$ cat config.mk
export PLATFORM = sky130hd
export DESIGN_NAME = lsu
export DESIGN_NICKNAME = d
export VERILOG_FILES = /design/src/rtl/lsu.sv
export SDC_FILE = /design/constraint.sdc
export NUM_CORES = 1
export LEC_CHECK = 0
export ABC_CLOCK_PERIOD_IN_PS = 2400
export BUFFER_PORTS_ARGS = -buffer_cell sky130_fd_sc_hd__buf_2
export CORE_ASPECT_RATIO = 0.9
export CORE_MARGIN = 3
export CORE_UTILIZATION = 48
export DETAILED_ROUTE_END_ITERATION = 6
export PLACE_DENSITY = 0.78
export SYNTH_ARGS = -nofsm -noshare
export SYNTH_HDL_FRONTEND = slang
export SYNTH_SLANG_ARGS = --single-unit
$ cat constraint.sdc
create_clock -name clk -period 2.4 [get_ports clk]
set_input_delay 0.72 -clock clk [delete_from_list [all_inputs] [get_ports clk]]
set_output_delay 0.72 -clock clk [all_outputs]
set_load 0.05 [all_outputs]
$ cat src/rtl/lsu.sv
// rtl/lsu.sv - load/store unit: one outstanding data-memory access with a held response
// Non-memory results pass straight through to the response; loads/stores drive a single-port word memory.
module lsu #(
    parameter int DW = 32,
    parameter int IW = 32
) (
    input  logic          clk,
    input  logic          rst_n,
    input  logic          req_valid,
    output logic          req_ready,
    input  logic [IW-1:0] inst,
    input  logic [DW-1:0] addr,
    input  logic [DW-1:0] store_data,
    output logic          resp_valid,
    input  logic          resp_ready,
    output logic [DW-1:0] resp_data,
    output logic          resp_err,
    output logic          dmem_req,
    output logic          dmem_we,
    output logic [DW-1:0] dmem_addr,
    output logic [3:0]    dmem_be,
    output logic [DW-1:0] dmem_wdata,
    input  logic          dmem_ack,
    input  logic [DW-1:0] dmem_rdata
);

    localparam logic [4:0] OP_LOAD  = 5'b00000;
    localparam logic [4:0] OP_STORE = 5'b01000;

    typedef enum logic [1:0] {
        S_IDLE,
        S_MEM,
        S_RESP
    } state_t;

    state_t state, state_nxt;

    logic [4:0]    opcode;
    logic [2:0]    funct3;
    logic          is_load;
    logic          is_store;
    logic          f3_legal;
    logic          aligned;
    logic          mem_ok;
    logic          mem_bad;
    logic          accept;
    logic [3:0]    be_nxt;
    logic [DW-1:0] wdata_nxt;

    logic [2:0]    f3_q;
    logic          store_q;
    logic [1:0]    lane_q;
    logic [3:0]    be_q;
    logic [DW-1:0] dmem_addr_q;
    logic [DW-1:0] wdata_q;
    logic [DW-1:0] resp_data_q;
    logic          resp_err_q;

    logic [DW-1:0] rdata_sh;
    logic [DW-1:0] load_data;

    // Only opcode and funct3 matter here; the remaining instruction bits are deliberately ignored.
    logic unused_inst;
    assign unused_inst = ^{inst[IW-1:15], inst[11:7], inst[1:0]};

    assign opcode   = inst[6:2];
    assign funct3   = inst[14:12];
    assign is_load  = (opcode == OP_LOAD);
    assign is_store = (opcode == OP_STORE);
    assign accept   = req_valid && (state == S_IDLE);
    assign mem_ok   = (is_load || is_store) && f3_legal && aligned;
    assign mem_bad  = (is_load || is_store) && !(f3_legal && aligned);

    always_comb begin
        f3_legal  = 1'b0;
        aligned   = 1'b1;
        be_nxt    = 4'b1111;
        wdata_nxt = store_data;
        if (is_load) begin
            f3_legal = funct3 inside {3'b000, 3'b001, 3'b010, 3'b100, 3'b101};
        end else if (is_store) begin
            f3_legal = funct3 inside {3'b000, 3'b001, 3'b010};
        end
        case (funct3[1:0])
            2'b00: begin
                be_nxt    = 4'b0001 << addr[1:0];
                wdata_nxt = {(DW/8){store_data[7:0]}};
            end
            2'b01: begin
                aligned   = ~addr[0];
                be_nxt    = 4'b0011 << addr[1:0];
                wdata_nxt = {(DW/16){store_data[15:0]}};
            end
            2'b10: begin
                aligned   = (addr[1:0] == 2'b00);
            end
            default: begin
                aligned   = 1'b1;
            end
        endcase
    end

    // Bring the addressed lane down to bit 0 before sizing/extending.
    always_comb begin
        rdata_sh  = dmem_rdata >> {lane_q, 3'b000};
        load_data = rdata_sh;
        case (f3_q)
            3'b000:  load_data = {{(DW-8){rdata_sh[7]}}, rdata_sh[7:0]};
            3'b001:  load_data = {{(DW-16){rdata_sh[15]}}, rdata_sh[15:0]};
            3'b100:  load_data = {{(DW-8){1'b0}}, rdata_sh[7:0]};
            3'b101:  load_data = {{(DW-16){1'b0}}, rdata_sh[15:0]};
            default: load_data = rdata_sh;
        endcase
    end

    always_ff @(posedge clk or negedge rst_n) begin
        if (!rst_n) begin
            state <= S_IDLE;
        end else begin
            state <= state_nxt;
        end
    end

    always_comb begin
        state_nxt = state;
        case (state)
            S_IDLE: begin
                if (accept) begin
                    state_nxt = mem_ok ? S_MEM : S_RESP;
                end
            end
            S_MEM: begin
                if (dmem_ack) begin
                    state_nxt = S_RESP;
                end
            end
            S_RESP: begin
                if (resp_ready) begin
                    state_nxt = S_IDLE;
                end
            end
            default: state_nxt = S_IDLE;
        endcase
    end

    always_ff @(posedge clk or negedge rst_n) begin
        if (!rst_n) begin
            f3_q        <= 3'b000;
            store_q     <= 1'b0;
            lane_q      <= 2'b00;
            be_q        <= 4'b0000;
            dmem_addr_q <= '0;
            wdata_q     <= '0;
            resp_data_q <= '0;
            resp_err_q  <= 1'b0;
        end else if (accept) begin
            if (mem_ok) begin
                f3_q        <= funct3;
                store_q     <= is_store;
                lane_q      <= addr[1:0];
                be_q        <= be_nxt;
                dmem_addr_q <= {addr[DW-1:2], 2'b00};
                wdata_q     <= wdata_nxt;
            end else begin
                resp_data_q <= mem_bad ? '0 : addr;
                resp_err_q  <= mem_bad;
            end
        end else if ((state == S_MEM) && dmem_ack) begin
            resp_data_q <= store_q ? '0 : load_data;
            resp_err_q  <= 1'b0;
        end
    end

    assign req_ready  = (state == S_IDLE);
    assign resp_valid = (state == S_RESP);
    assign resp_data  = resp_data_q;
    assign resp_err   = resp_err_q;
    assign dmem_req   = (state == S_MEM);
    assign dmem_we    = dmem_req && store_q;
    assign dmem_be    = dmem_req ? be_q : 4'b0000;
    assign dmem_addr  = dmem_addr_q;
    assign dmem_wdata = wdata_q;

endmodule
# --- After elaboration in Yosys (flattened, before gate mapping) ---
# Index checks and enable logic that the tools add are counted.
totals:
  register_bits: 107
  inputBits: 133
  output_inout_bits: 105
  wordCells: 70
classes:
  n_eq_ne: 16
  shifts: 3
  n_mux: 20
  bitwise: 1
  reduce_logical: 21
ops:
  columns: ["operator", "n"]
  rows:
  - ["32-bit two-way mux", 5]
  - ["32-bit one-hot mux with 4 select lines", 1]
  - ["32-bit one-hot mux with 2 select lines", 1]
  - ["32-bit by 5-bit right shift with 32-bit output", 1]
  - ["3-bit == test, second input constant", 4]
  - ["2-bit two-way mux", 4]
  - ["4-bit one-hot mux with 2 select lines", 1]
  - ["1-bit logical AND", 7]
  - ["3-bit by 1-bit == test with 1-bit output, second input constant", 2]
  - ["2-bit logical NOT", 3]
  - ["3-bit logical NOT", 2]
  - ["2-bit by 1-bit inequality test with 1-bit output, second input constant", 3]
  - ["2-bit one-hot mux with 3 select lines", 1]
  - ["5-bit by 4-bit == test with 1-bit output, second input constant", 1]
  - ["5-bit logical NOT", 1]
  - ["1-bit two-way mux", 5]
  - ["5-bit nonzero test", 1]
  - ["2-bit by 1-bit == test with 1-bit output, second input constant", 2]
  - ["2-bit == test, second input constant", 2]
  - ["4-bit two-way mux", 1]
  - ["2-bit AND reduction", 2]
  - ["1-bit by 2-bit << shifter with 4-bit output, first input constant", 1]
  - ["2-bit by 2-bit << shifter with 4-bit output, first input constant", 1]
  - ["3-bit by 2-bit == test with 1-bit output, second input constant", 1]
  - ["8 further kinds", 8]

# --- Depth between registers and ports, before layout ---
# Gate-level depths: netlist of run 1.
logic_depth:
  word_depth: 10
  mapped_depth: 10
  depth_no_buf: 7

# --- Worst setup path before layout of run 1 ---
# Ideal clock, no wire load.
synth_timing:
  kind: "reg-to-output"
  from: "register state[1]"
  to: "output dmem_be[0]"
  arrival_time_ns: 1.782
  t_required_ns: 1.680
  setup_slack_ns: -0.102
  path_stages_with_launch: 3
  path_buffers: 0
  path_cell_list: "dfrtp_1 nor2b_1 and2_1"
synth_between:
  elab_chain_len: 2
synth_lines:
  columns: ["element", "line_no", "source"]
  rows:
  - ["start: declaration", "36", "state_t state, state_nxt;"]
  - ["start signal: assignment", "120", "state <= state_nxt;"]
  - ["2-bit by 1-bit == test with 1-bit output", "178", "assign dmem_req = (state == S_MEM);"]
  - ["named net dmem_req", "18", "output logic dmem_req,"]
  - ["4-bit two-way mux", "180", "assign dmem_be = dmem_req ? be_q : 4'b0000;"]
  - ["end: declaration", "21", "output logic [3:0] dmem_be,"]
# The timed path passes the listed nets, and every way through them passes these cells.

# --- Worst setup path after layout of run 1 ---
layout_timing:
  from: "input inst[12]"
  to: "register wdata_q[3] (netlist: dmem_wdata[3])"
layout_between:
  elab_chain_len: 7
  word_cells_on_any_way: 15
  classes_between: "6 x eq/ne; 3 x mux; 6 x reduce/logical"
layout_lines:
  columns: ["element", "line_no", "source"]
  rows:
  - ["start: declaration", "11", "input logic [IW-1:0] inst,"]
  - ["3-bit by 1-bit == test with 1-bit output (tied with other cells)", "80, 82", null]
  - ["3-bit nonzero test", "82", "f3_legal = funct3 inside {3'b000, 3'b001, 3'b010};"]
  - ["1-bit two-way mux", "81", "end else if (is_store) begin"]
  - ["1-bit two-way mux", "79", "if (is_load) begin"]
  - ["1-bit logical AND", "71", "assign mem_ok = (is_load || is_store) && f3_legal && aligned;"]
  - ["1-bit logical AND (*)", "71", null]
  - ["2-bit AND reduction (no source line) (*)", null, null]
  - ["end signal: assignment", "163", "wdata_q <= wdata_nxt;"]
  - ["end: declaration", "55", "logic [DW-1:0] wdata_q;"]
# Every way passes the cells marked *; elsewhere a longest branch is shown, timed or not.
# A chain may end at the register's enable or synchronous reset.

==> metrics.txt, run 1 <==
initial antenna violation count 1; final wirelength 16200 um; Mapped Cells 517; vias in the first global route 5035; final slew viol count 0; Final Non-Filler Cells 882; Layout Skew 0.00716 ns; switching share of power 42.5%; MaxCap Viol Count 0; flops & latches, synth 107; Post-Synthesis Mean Instance Area 10.2 um^2; CP Max Fanout 5; slew margin rel. 28.8%; RSZ-0062 raised after global routing yes; clk root buf clkbuf_16; sequential share of power 35.8%; clock slew at reported path FFs 0.07 ns; Hold WS 0.263 ns; H-tree depth 3; FF-to-FF Start lane_q[1]; DIE HEIGHT 106 um; grt ovf 0; Net Switching 2.77 mW; placed insts 865; post-synthesis sequential area ratio 50.7%; Vias per Instance 5.71; Overall Global Routing Usage 26.5%; FF-to-FF path depth 5; Post-synth ARST share 100%; crit end category register; CTS sink cnt 107; synth unique cells 50; die footprint 12300 um^2; DP HPWL 12400 um; Final Hold Vio Count 0; Power Density 925 nW/um^2; WS Path Type in2reg; Num CTS Buffers 9; cell area after synthesis 5290 um^2; via count 5033; CP Launch Type input pin; VDD IR max 0.463 mV; NumNets Final 884; residual DRC count 0; core area 10500 um^2; ys flop type dfrtp_1; Tcrit/Tclk final 95.8%; P_leak 3.60 nW; P_int 3.75 mW; Site Rows 35; placed inst area 6740 um^2; Fillers 834; IO Count 238; remaining antenna violation count 0; clock latency on the worst-skew pair 0.35 ns; status finished clean; CTS tree yes; fmax 0.435 GHz; CP Launch Point inst[12]; Final setup viols 0; Setup Fix Bufs, Post-CTS 0; Placer Congestion 0.935; Initial Utilization 50.3%; Worst EP required 2.63 ns; # port buffers 211; HP Class in2async; Clk pwr share 23.2%; Util after Layout 67.1%; drt initial violations 378; Post-synth EDFFs 0; first drt pass iteration count 5; ratio of cells with drive above 1 in the final layout 43.9%; Worst-Margin Slew 1.05 ns; Yosys warnings 0; per-cell routed wire length 18.4 um; Die Wd 117 um; Comb power frac 41.0%; CTS Buffer Depth 2; CP Data Arrival Time 2.53 ns; power consumption 6.53 mW; design area 7060 um^2; P&R area growth vs syn 33.5%; R2R Setup Slk 0.25 ns; largest net degree at the start of global routing 66; Min Clock Period, post-route 2.30 ns; first-pass GRT wire length 25600 um
-- repair_timing --
action,CTS,global route
setup endpoints to repair,0,26
resized for setup,0,1
hold buffers,0,0
-- critical path, cell delays in order --
cell and delay (ns):
buf_2 0.10, inv_1 0.12, ha_1 0.17, or3b_1 0.39, nand3_1 0.17, nand4_1 0.20
buf_4 0.25, buf_4 0.14, mux2_2 0.27
-- Yosys cell counts (9+ instances only) --
master    instances  share of area [%]
dfrtp_1         107                 51
nand2_1          57                4.0
nor2_1           52                3.7
mux2_2           36                7.7
o21ai_0          31                2.9
a21oi_1          24                2.3
a31oi_1          23                2.7
clkbuf_1         19                1.3
mux2i_1          17                3.2
o31ai_1          16                2.3
buf_2            14                1.3
a211oi_1         13                1.8
a22oi_1          13                1.8
a221oi_1         10                1.7
nor2b_1           9                1.1
or2_2             9                1.1
-- cell families (layout without fill, tap and decap cells) --
logic type | Yosys count | in the layout | share of synthesized area [%]
other cells | 1 | 3 | 0.0709
flops | 107 | 107 | 50.7
buf+inv | 48 | 282 | 4.45
simple gates | 149 | 149 | 12.8
fa+ha+maj | 4 | 4 | 0.947
compound gates | 154 | 154 | 19.7
mux | 54 | 54 | 11.3
-- registers in the layout, summed over array words and instances (netlist names) --
signal,count
f3_q,3
be_q,4
state,2
resp_err,1
dmem_wdata,32
lane_q,2
dmem_addr,30
store_q,1
resp_data,32
-- power groups by stage --
stage          logic (mW)  clock network [mW]  registers (mW)
6_report             2.67                1.52            2.34
5_1_grt              2.84                1.61            2.38
4_1_cts              2.67                1.56            2.33
3_5_place_dp         2.67                   0            2.36
3_3_place_gp         2.62                   0            2.35
2_1_floorplan       0.755                   0            3.46
-- worst paths after layout --
check / to
max: dmem_wdata[3]
min: f3_q[1]
max reg2reg: resp_data[11]
min reg2reg: dmem_wdata[30]
max in group asynchronous: resp_data[15]
min in group clk: dmem_wdata[30]
-- layout by cell type, fill, tap and decap left out, drive strengths merged, types with 2 or more instances in the layout --
cell type | synthesis | layout
a2111oi | 3 | 3
a211oi | 13 | 13
a21o | 5 | 5
a21oi | 25 | 25
a221o | 2 | 2
a221oi | 10 | 10
a22oi | 13 | 13
a31oi | 23 | 23
a32o | 7 | 7
and2 | 6 | 6
buf | 22 | 259
clkbuf | 19 | 12
clkinv | 0 | 3
conb | 1 | 2
dfrtp | 107 | 107
ha | 4 | 4
inv | 7 | 7
mux2 | 36 | 36
mux2i | 17 | 17
nand2 | 57 | 57
nand2b | 2 | 2
nand3 | 2 | 2
nor2 | 52 | 52
nor2b | 9 | 9
nor4 | 2 | 2
nor4b | 2 | 2
o21ai | 31 | 31
o31ai | 16 | 16
or2 | 9 | 9
-- metal layers --
layer | wire [um] | track usage [%] | vias up | share of wire [%]
li1 | - | - | 2333 | -
met5 | 0 | 0 | - | 0
met3 | 1410 | 6.83 | 33 | 8.7
met1 | 6880 | 35.7 | 2429 | 42
met2 | 7460 | 41.0 | 238 | 46
met4 | 459 | 10.1 | 0 | 2.8
-- layout make-up --
cell class / instances / area [um^2] / area share, %
diodes: 1 / 2.50 / 0.0355
clock inverters: 4 / 48.8 / 0.692
repair buffers: 259 / 1480 / 21.0
multi-input cells: 363 / 2400 / 34.0
inverters: 7 / 26.3 / 0.372
clock buffers: 12 / 256 / 3.64
flip-flops and latches: 107 / 2680 / 38.0
well taps: 129 / 161 / 2.29
-- metrics by stage --
| stage | setup WS, ns | setup TNS (ns) |
|---|---|---|
| final | 0.0999 | 0 |
| after global routing | -0.0204 | -0.0409 |
| after CTS | 0.112 | 0 |
| after detailed placement | -0.268 | -18.10 |
| after global placement | -0.167 | -10.65 |
| after floorplan | -0.0139 | -0.0864 |
(Power assumes the default switching activity.)
==> inputs of run 2 (changes only) <==
--- a/config.mk
+++ b/config.mk
@@ -7,11 +7,12 @@
 export LEC_CHECK = 0
 export ABC_CLOCK_PERIOD_IN_PS = 2400
 export BUFFER_PORTS_ARGS = -buffer_cell sky130_fd_sc_hd__buf_2
-export CORE_ASPECT_RATIO = 0.9
+export CORE_ASPECT_RATIO = 0.75
 export CORE_MARGIN = 3
 export CORE_UTILIZATION = 48
 export DETAILED_ROUTE_END_ITERATION = 6
 export PLACE_DENSITY = 0.78
+export SETUP_SLACK_MARGIN = 0.15
 export SYNTH_ARGS = -nofsm -noshare
 export SYNTH_HDL_FRONTEND = slang
 export SYNTH_SLANG_ARGS = --single-unit
==> run 2 against run 1 <==
  * Power up 0.16%
  * Highest routed layer is now met5
  * Critical path type unchanged
  * Maximum frequency is 5.1% higher
  * Count of clock-buffer cells in the layout is 2 lower
  * Design area about the same
==> metrics.txt, run 2 (synthesis results as in run 1) <==
crit end category register; fmax 0.457 GHz (+5.1%); DIE HEIGHT 96.9 um (-8.2%); CP Launch Type input pin; Hold-fix buffers, CTS 0 (unchanged); # port buffers 211 (unchanged); top sig layer met5; Final setup viols 0 (unchanged); Final WS setup 0.211 ns (+0.111 ns); Site Rows 32 (-8.6%); Die Wd 127 um (+9.1%); P_int 3.72 mW (-0.84%); Initial Utilization 50.4% (+0.096 points); CTS sink cnt 107 (unchanged); grt ovf 0 (unchanged); initial antenna violation count 3 (+2); status finished clean; Util after Layout 67.3% (+0.15 points); clock slew at reported path FFs 0.08 ns (about the same); remaining antenna violation count 0 (unchanged); drt initial violations 333 (-12%); ratio of cells with drive above 1 in the final layout 44.8% (+0.95 points); multi-input logic area 2460 um^2 (+2.3%); MaxCap Viol Count 0 (unchanged); WS Path Type in2reg; most frequent cells in the layout 210 x buf_2, 107 x dfrtp_1, 57 x nand2_1; Worst EP required 2.64 ns (about the same); CP Data Arrival Time 2.43 ns (-0.10 ns); Overall Global Routing Usage 26.5% (about the same); clock latency on the worst-skew pair 0.35 ns (about the same); commonest non-fill, non-tap cell in the layout buf_2; Comb power frac 41.1% (about the same); Worst-Margin Slew 0.703 ns (-0.350 ns); via count 5015 (-0.36%); power consumption 6.54 mW (+0.16%); Clk pwr share 23.1% (about the same); Fillers 819 (-1.8%); Net Switching 2.82 mW (+1.5%); Register Area 2680 um^2 (unchanged); P&R area growth vs syn 33.5% (about the same); H-tree depth 3 (unchanged); die footprint 12300 um^2 (about the same); IO Count 238 (unchanged); vias in the first global route 4978 (-1.1%); Min Clock Period, post-route 2.19 ns (-0.111 ns); met1 WL 6870 um (-0.23%); met3 WL 1390 um (-1.6%); core area 10500 um^2 (-0.19%); sequential share of power 35.7% (about the same); Vias per Instance 5.69 (-0.36%); Met2 Routed Length 7830 um (+5.0%); VDD IR max 0.570 mV (+23%); Tcrit/Tclk final 91.2% (-4.6 points); CP Max Fanout 6 (+1); largest net degree at the start of global routing 108 (+64%); final slew viol count 0 (unchanged); Power Density 926 nW/um^2 (+0.13%); Hold WS 0.408 ns (+0.145 ns); final wirelength 16500 um (+1.6%); residual DRC count 0 (unchanged); Final Hold Vio Count 0 (unchanged); first drt pass iteration count 5 (unchanged); RSZ-0062 raised after global routing yes; P_leak 3.57 nW (-1.0%); Layout Skew 0.0113 ns (+0.00414 ns); per-cell routed wire length 18.7 um (+1.6%); NumNets Final 877 (-0.79%); Placer Congestion 0.934 (about the same); DP HPWL 12300 um (-1.2%); CTS Buffer Depth 2 (unchanged); switching share of power 43.1% (+0.58 points); clk root buf clkbuf_16; first-pass GRT wire length 26100 um (+1.9%); Post-Place Worst Slack -0.231 ns (+0.0366 ns); CTS tree yes; slew margin rel. 53.0% (+24 points); Num CTS Buffers 9 (unchanged); HP Class in2async
-- run 2: cell types whose count changed in the layout (fill, tap and decap cells not counted), sizes merged --
cell	delta
buf	-7
clkbuf	-2
clkinv	-1
clkinvlp	+1
inv	+2
-- run 2: critical path: stages --
cell and delay, ns:
buf_2 0.10, inv_1 0.08, ha_2 0.21, nor4_4 0.26, a21oi_2 0.09, a21o_2 0.27, buf_4 0.17, buf_12 0.12
a21o_1 0.14, o32a_1 0.27
-- run 2: power groups by stage --
| stage | sequential, mW | combinational (mW) | clock [mW] |
|---|---|---|---|
| 6_report | 2.34 | 2.69 | 1.51 |
| 5_1_grt | 2.38 | 2.84 | 1.63 |
| 4_1_cts | 2.34 | 2.68 | 1.54 |
| 3_5_place_dp | 2.37 | 2.67 | 0 |
| 3_3_place_gp | 2.35 | 2.62 | 0 |
| 2_1_floorplan | 3.46 | 0.765 | 0 |
-- run 2: area by class of cell --
class,count,share of cell area (%)
clock inverter,6,1.03
inverter,7,0.372
timing repair buffer,252,20.2
sequential,107,37.9
antenna,1,0.0355
multi-input combinational,363,34.8
tap,136,2.41
clock buffer,10,3.24
-- run 2: stage by stage --
step / setup TNS, ns / area (um^2) / instances
2_1_floorplan: 0 / 5380 / 518
3_3_place_gp: -5.27 / 6720 / 864
3_5_place_dp: -9.73 / 6720 / 864
4_1_cts: 0 / 7030 / 881
5_1_grt: 0 / 7060 / 882
6_report: 0 / 7060 / 882
-- run 2: per-layer routing --
layer / track usage [%] / vias up
met2: 41.1 / 239
met1: 36.6 / 2404
met3: 6.35 / 36
li1: - / 2332
met5: 0 / -
met4: 8.74 / 4
-- run 2: repair_timing --
| item | in CTS | in global routing |
|---|---|---|
| buffers inserted | 1 | 0 |
| setup endpoints to repair | 2 | 15 |
| pin swaps | 1 | 1 |
| resized for setup | 2 | 7 |
| hold endpoints to repair | 0 | 0 |
-- run 2: worst paths after layout --
path / startpoint / to / slack [ns] / cells after the start
worst max-delay path: inst[13] / resp_data[23] / 0.21 / 10
worst min-delay path: rst_n / dmem_addr[18] / 0.41 / 2
worst max register to register: state[1] / resp_data[23] / 0.28 / 7
worst min register to register: dmem_wdata[25] / dmem_wdata[25] / 0.48 / 2
max in group asynchronous: rst_n / dmem_wdata[21] / 1.50 / 2
min in group clk: dmem_wdata[25] / dmem_wdata[25] / 0.48 / 2
